**config.mk**
```make
export PLATFORM = sky130hd
export DESIGN_NAME = mem_chain_initiator
export DESIGN_NICKNAME = d
export VERILOG_FILES = /design/src/rtl/mem_chain_initiator.sv
export SDC_FILE = /design/constraint.sdc
export NUM_CORES = 1
export LEC_CHECK = 0
export ABC_AREA = 1
export CAP_MARGIN = 20
export CORE_UTILIZATION = 40
export DETAILED_ROUTE_END_ITERATION = 10
export GPL_TIMING_DRIVEN = 1
export HOLD_SLACK_MARGIN = 0.02
export RECOVER_POWER = 100
export SLEW_MARGIN = 5
export SYNTH_ARGS = -nofsm -noshare
export SYNTH_HDL_FRONTEND = slang
export SYNTH_SLANG_ARGS = --single-unit
```
**constraint.sdc**
```tcl
create_clock -name clk_2g -period 4.1 [get_ports clk_2g]
set_input_delay 0.41 -clock clk_2g [delete_from_list [all_inputs] [get_ports clk_2g]]
set_output_delay 0.41 -clock clk_2g [all_outputs]
set_load 0.005 [all_outputs]
```
**src/rtl/mem_chain_initiator.sv**
```systemverilog
// Chain-lane initiator: launches read/write commands into the SRAM group chain and collects
// fixed-latency read returns into a credit-managed FWFT response FIFO.
// Optional build macro: MEM_CHAIN_INIT_CHECK_EN (return-slot checking, error flags, overflow check).
package mem_chain_pkg;
    typedef struct packed {
        logic [3:0]  src_id;
        logic [15:0] addr;
        logic [7:0]  tag;
    } arb_out_req_t;
endpackage

module mem_chain_initiator
    import mem_chain_pkg::*;
#(
    parameter int RD_LAT      = 8,
    parameter int WR_DATA_OFS = 2,
    parameter int RSP_DEPTH   = 8
) (
    input  logic         clk_2g,
    input  logic         rst_n,
    // Handshakes: a transfer happens in a cycle where valid and ready are both high; valid
    // never depends combinationally on ready, and req_rdy depends only on internal state.
    input  logic         req_vld,
    output logic         req_rdy,
    input  logic         req_is_wr,
    input  arb_out_req_t req_pld,
    input  logic [31:0]  req_wdata,
    output logic         read_cmd_vld_out,
    output arb_out_req_t read_cmd_pld_out,
    output logic         write_cmd_vld_out,
    output arb_out_req_t write_cmd_pld_out,
    output logic         wr_data_out_vld,
    output logic [31:0]  wr_data_out,
    input  logic         rd_data_in_vld,
    input  logic [31:0]  rd_data_in,
    output logic         rsp_vld,
    input  logic         rsp_rdy,
    output logic [31:0]  rsp_data,
    output arb_out_req_t rsp_pld,
    output logic [4:0]   rd_outstanding,
    output logic         err_lost,
    output logic         err_spurious
);
    localparam int PW = $clog2(RSP_DEPTH);
    localparam int CW = PW + 1;

    logic          acc_rd, acc_wr;
    logic [31:0]   wd_stage;
    logic [CW-1:0] fifo_count;
    logic [5:0]    credit_used;

    // Reserved credit covers reads still in the chain plus responses waiting to be popped.
    assign credit_used = 6'(rd_outstanding) + 6'(fifo_count);
    assign req_rdy     = credit_used < 6'(RSP_DEPTH);
    assign acc_rd      = req_vld && req_rdy && !req_is_wr;
    assign acc_wr      = req_vld && req_rdy && req_is_wr;

    always_ff @(posedge clk_2g or negedge rst_n) begin
        if (!rst_n) begin
            read_cmd_vld_out  <= 1'b0;
            read_cmd_pld_out  <= '0;
            write_cmd_vld_out <= 1'b0;
            write_cmd_pld_out <= '0;
            wd_stage          <= '0;
        end else begin
            read_cmd_vld_out  <= acc_rd;
            read_cmd_pld_out  <= acc_rd ? req_pld : '0;
            write_cmd_vld_out <= acc_wr;
            write_cmd_pld_out <= acc_wr ? req_pld : '0;
            wd_stage          <= acc_wr ? req_wdata : '0;
        end
    end

    generate
        if (WR_DATA_OFS == 0) begin : g_wd_direct
            assign wr_data_out_vld = write_cmd_vld_out;
            assign wr_data_out     = wd_stage;
        end else begin : g_wd_pipe
            logic        vld_pipe [WR_DATA_OFS];
            logic [31:0] dat_pipe [WR_DATA_OFS];
            always_ff @(posedge clk_2g or negedge rst_n) begin
                if (!rst_n) begin
                    for (int i = 0; i < WR_DATA_OFS; i++) begin
                        vld_pipe[i] <= 1'b0;
                        dat_pipe[i] <= '0;
                    end
                end else begin
                    vld_pipe[0] <= write_cmd_vld_out;
                    dat_pipe[0] <= wd_stage;
                    for (int i = 1; i < WR_DATA_OFS; i++) begin
                        vld_pipe[i] <= vld_pipe[i-1];
                        dat_pipe[i] <= dat_pipe[i-1];
                    end
                end
            end
            assign wr_data_out_vld = vld_pipe[WR_DATA_OFS-1];
            assign wr_data_out     = dat_pipe[WR_DATA_OFS-1];
        end
    endgenerate

    // Slot pipe fed from the registered command: the tail holds the read launched RD_LAT cycles ago.
    logic         slot_vld [RD_LAT];
    arb_out_req_t slot_pld [RD_LAT];

    always_ff @(posedge clk_2g or negedge rst_n) begin
        if (!rst_n) begin
            for (int i = 0; i < RD_LAT; i++) begin
                slot_vld[i] <= 1'b0;
                slot_pld[i] <= '0;
            end
        end else begin
            slot_vld[0] <= read_cmd_vld_out;
            slot_pld[0] <= read_cmd_pld_out;
            for (int i = 1; i < RD_LAT; i++) begin
                slot_vld[i] <= slot_vld[i-1];
                slot_pld[i] <= slot_pld[i-1];
            end
        end
    end

    logic        push, pop, full;
    logic [31:0] push_data;

    assign push = slot_vld[RD_LAT-1];

`ifdef MEM_CHAIN_INIT_CHECK_EN
    assign push_data = rd_data_in_vld ? rd_data_in : 32'h0;

    always_ff @(posedge clk_2g or negedge rst_n) begin
        if (!rst_n) begin
            err_lost     <= 1'b0;
            err_spurious <= 1'b0;
        end else begin
            if (push && !rd_data_in_vld) err_lost <= 1'b1;
            if (!push && rd_data_in_vld) err_spurious <= 1'b1;
        end
    end
`else
    logic unused_rd_vld;
    assign unused_rd_vld = rd_data_in_vld;
    assign push_data     = rd_data_in;
    assign err_lost      = 1'b0;
    assign err_spurious  = 1'b0;
`endif

    logic [31:0]   fifo_data [RSP_DEPTH];
    arb_out_req_t  fifo_pld  [RSP_DEPTH];
    logic [PW-1:0] wr_ptr, rd_ptr;

    assign full     = fifo_count == CW'(RSP_DEPTH);
    assign rsp_vld  = fifo_count != '0;
    assign pop      = rsp_vld && rsp_rdy;
    assign rsp_data = rsp_vld ? fifo_data[rd_ptr] : '0;
    assign rsp_pld  = rsp_vld ? fifo_pld[rd_ptr] : '0;

    always_ff @(posedge clk_2g) begin
        if (push) begin
            fifo_data[wr_ptr] <= push_data;
            fifo_pld[wr_ptr]  <= slot_pld[RD_LAT-1];
        end
    end

    // Pointers wrap naturally since RSP_DEPTH is a power of two.
    always_ff @(posedge clk_2g or negedge rst_n) begin
        if (!rst_n) begin
            wr_ptr         <= '0;
            rd_ptr         <= '0;
            fifo_count     <= '0;
            rd_outstanding <= '0;
        end else begin
            if (push) wr_ptr <= wr_ptr + 1'b1;
            if (pop)  rd_ptr <= rd_ptr + 1'b1;
            case ({push, pop})
                2'b10:   fifo_count <= fifo_count + 1'b1;
                2'b01:   fifo_count <= fifo_count - 1'b1;
                default: fifo_count <= fifo_count;
            endcase
            case ({acc_rd, push})
                2'b10:   rd_outstanding <= rd_outstanding + 1'b1;
                2'b01:   rd_outstanding <= rd_outstanding - 1'b1;
                default: rd_outstanding <= rd_outstanding;
            endcase
`ifdef MEM_CHAIN_INIT_CHECK_EN
            if (push && full && !pop)
                $error("mem_chain_initiator: response FIFO overflow");
`endif
        end
    end

`ifndef MEM_CHAIN_INIT_CHECK_EN
    logic unused_full;
    assign unused_full = full;
`endif

endmodule

```
==> results.sh <==
export IMPL_final_setup_skew_ns=0.0414
export IMPL_synth_main_ff_cell="edfxtp_1"
export IMPL_yosys_top_cells_count="nor2_1, edfxtp_1, dfrtp_1"
export IMPL_p_per_area_mw_per_mm2=682
export IMPL_cp_cell_sequence="buf_12 > o21ai_0 > o21ai_0 > o21ai_1 > nor2_1 > dlygate4sd3_1"
export IMPL_synth_cells=2192
export IMPL_clockBufferDepth=3
export IMPL_required_ns=3.69
export IMPL_initial_utilization=0.406
export IMPL_yosysMostFrequentCell="nor2_1"
export IMPL_viasPerCell=4.83
export IMPL_hold_violations=0
export IMPL_placedInstanceArea_sq_mm=0.0339
export IMPL_avgSynthCellArea_sq_um=13.9
export IMPL_clock_latency_ns=0.63
export IMPL_n_fill_cell=6374
export IMPL_die_h_um=278
export IMPL_wl_per_cell_um=17.8
export IMPL_routabilityCongestion=0.763
export IMPL_synth_edff_count=480
export IMPL_synth_top_cell_by_area="edfxtp_1"
export IMPL_final_util=0.490
export IMPL_critical_path_arrival_ns=3.37
export IMPL_maxCapViolCount=10
export IMPL_slowest_stage="dfrtp_4"
export IMPL_ant_nets=0
export IMPL_violations="capacitance limit, slew limit"
export IMPL_wirelength_mm=61.9
export IMPL_grt_pass1_wl_mm=97.2
export IMPL_antenna_found_initial=5
export IMPL_yosys_warnings=0
export IMPL_max_freq_mhz=265
export IMPL_tightestPinTransition_ns=2.58
export IMPL_async_flop_share=0.456
export IMPL_cp_common_cell="o21ai_0"
export IMPL_fin_hold_ws_ns=0.289
export IMPL_boundaryPins=258
export IMPL_yosysUniqueCellTypes=25
export IMPL_core_area_sq_mm=0.0748
export IMPL_multiInputGateArea_sq_mm=0.00484
export IMPL_overflow=0
export IMPL_seq_area_frac_synth=0.806
export IMPL_drtPass1Iterations=5
export IMPL_hp_class="in -> reg"
export IMPL_cp_start_kind="flip-flop"
export IMPL_fin_crit_sh=0.922
export IMPL_finalMaxSlewViolations=465
export IMPL_rows=100
export IMPL_grt_use_total=0.163
export IMPL_final_layout_size_suffix_gt1_frac=0.0659
export IMPL_cts_tree="built"
export IMPL_crit_path_max_fanout=84
export IMPL_dieArea_sq_mm=0.0771
export IMPL_htreeDepth=3
export IMPL_crit_path_end_kind="primary output"
export IMPL_fin_crit_ns=3.78
export IMPL_cts_inserted_buffers=90
export IMPL_nets=2543
export IMPL_syn_cell_area_sq_mm=0.0304
export IMPL_yosysTopAreaCellShare=0.474
export IMPL_drt_initial_drc_count=1008
export IMPL_clk_pin_slew_ns=0.06
export IMPL_portBuffers=254
export IMPL_drc=0
export IMPL_final_setup_viol_count=0
export IMPL_grt_pass1_vias=17400
export IMPL_die_w_um=278
export IMPL_clock_sinks=883
export IMPL_cpPeakStageDelay_ns=1.06
export IMPL_path_class="reg -> out"
export IMPL_final_setup_tns_ns=0
export IMPL_max_vdd_ir_drop_v=0.000468
export IMPL_status="finished, violations left"
export IMPL_synth_area_leaders="edfxtp_1, dfrtp_1, nor2_1"
export IMPL_final_area_sq_mm=0.0367
export IMPL_cts_setup_buffers=0
export IMPL_relSlewSlack=-0.725
export IMPL_power_leakage_nw=15.1
export IMPL_syn2layout_area_growth_pct=20.7
export IMPL_rsz0062_at_grt="false"
export IMPL_vias=16800
export IMPL_clockRootBuffer="clkbuf_16"
export IMPL_synth_seq_cells=883
export IMPL_grt_max_degree=117
export IMPL_seqCellArea_sq_mm=0.0245
export IMPL_post_dp_hpwl_mm=33.1
flip-flops by register name (all words and copies together) (netlist names), 3 cells and up:
register            flops
g_wd_pipe.dat_pipe     32
fifo_data             256
slot_vld                7
fifo_count              4
rd_outstanding          5
write_cmd_pld_out      28
fifo_pld              224
wr_ptr                  3
wr_data_out            32
rd_ptr                  3
slot_pld              224
read_cmd_pld_out       28
wd_stage               32
per-layer routing:
layer  track usage  vias to the layer above  wire length, um  part of all wire
met1         0.200                     8416            25600              0.41
met3        0.0493                      115             4300             0.069
met4        0.0492                        6             1290             0.021
met2         0.277                      366            30700              0.50
li1              -                     7886                -                 -
met5             0                        -               41           0.00066
through the flow:
step / setup slack (ns) / cells / power (W)
after global routing: 0.0849 / 3473 / 0.0265
after floorplan: 0.296 / 2193 / 0.0145
after global placement: 0.959 / 3308 / 0.0175
after CTS: 0.310 / 3471 / 0.0257
after detailed placement: 0.971 / 3308 / 0.0177
final: 0.321 / 3474 / 0.0250
cells in the final DEF, fill, tap and decap left out, drive strengths merged, types with 4 or more instances in the layout:
cell type / synthesis / final
inv: 83 / 86
xor2: 5 / 5
clkinv: 0 / 16
nand2: 39 / 39
edfxtp: 480 / 480
buf: 85 / 18
nand3: 9 / 9
o21ai: 426 / 426
clkbuf: 56 / 154
dfrtp: 403 / 403
nor2: 580 / 580
ha: 12 / 12
xnor2: 4 / 4
bufinv: 0 / 5
clkdlybuf4s50: 0 / 84
dlygate4sd3: 0 / 170
layout make-up:
class,instances,share of cell area
Timing Repair Buffer,288,0.0787
Inverter,83,0.00856
Clock buffer,138,0.0707
Tap cell,969,0.0330
Sequential cell,883,0.668
Multi-Input combinational cell,1086,0.132
Antenna cell,3,0.000205
Clock inverter,24,0.00887
worst paths after layout:
check,slack [ns],startpoint,cells after the start,endpoint
min,0.29,req_wdata[21],3,wd_stage[21]
min in group asynchronous,0.41,rst_n,2,wd_stage[14]
max reg2reg,0.45,push,4,fifo_pld[0][9]
max,0.32,rd_ptr[1],6,rsp_data[10]
min reg2reg,0.34,slot_pld[79],0,slot_pld[51]
max in group asynchronous,1.14,rst_n,3,slot_pld[56]
worst max-delay path, delay by kind of cell, from the launching register on:
family / cells / cell delay (ns)
flip-flops: 1 / 1.06
buffers and inverters: 2 / 1.00
AO/OA/AOI/OAI: 3 / 0.42
AND/OR/NAND/NOR: 1 / 0.20
power breakdown:
group	switching [W]	total, W	internal, W	leakage [nW]
Sequential	0.000501	0.0108	0.0103	9.91
Combinational	0.00380	0.00634	0.00254	3.79
Clock	0.00324	0.00792	0.00469	1.42
what timing repair did:
item	4_1_cts	5_1_grt
gates resized for setup	0	0
hold endpoints to repair	110	0
hold buffers	1	0
setup endpoints to repair	0	0
cell families after synthesis:
kind of cell	after synthesis	synth area share
compound gates	430	0.0709
xor+xnor	9	0.00259
fa+ha+maj	13	0.00560
buf+inv	224	0.0362
flops	883	0.806
other cells	1	0.000123
simple gates	632	0.0788
No activity file was read; power rests on OpenSTA's default activity.
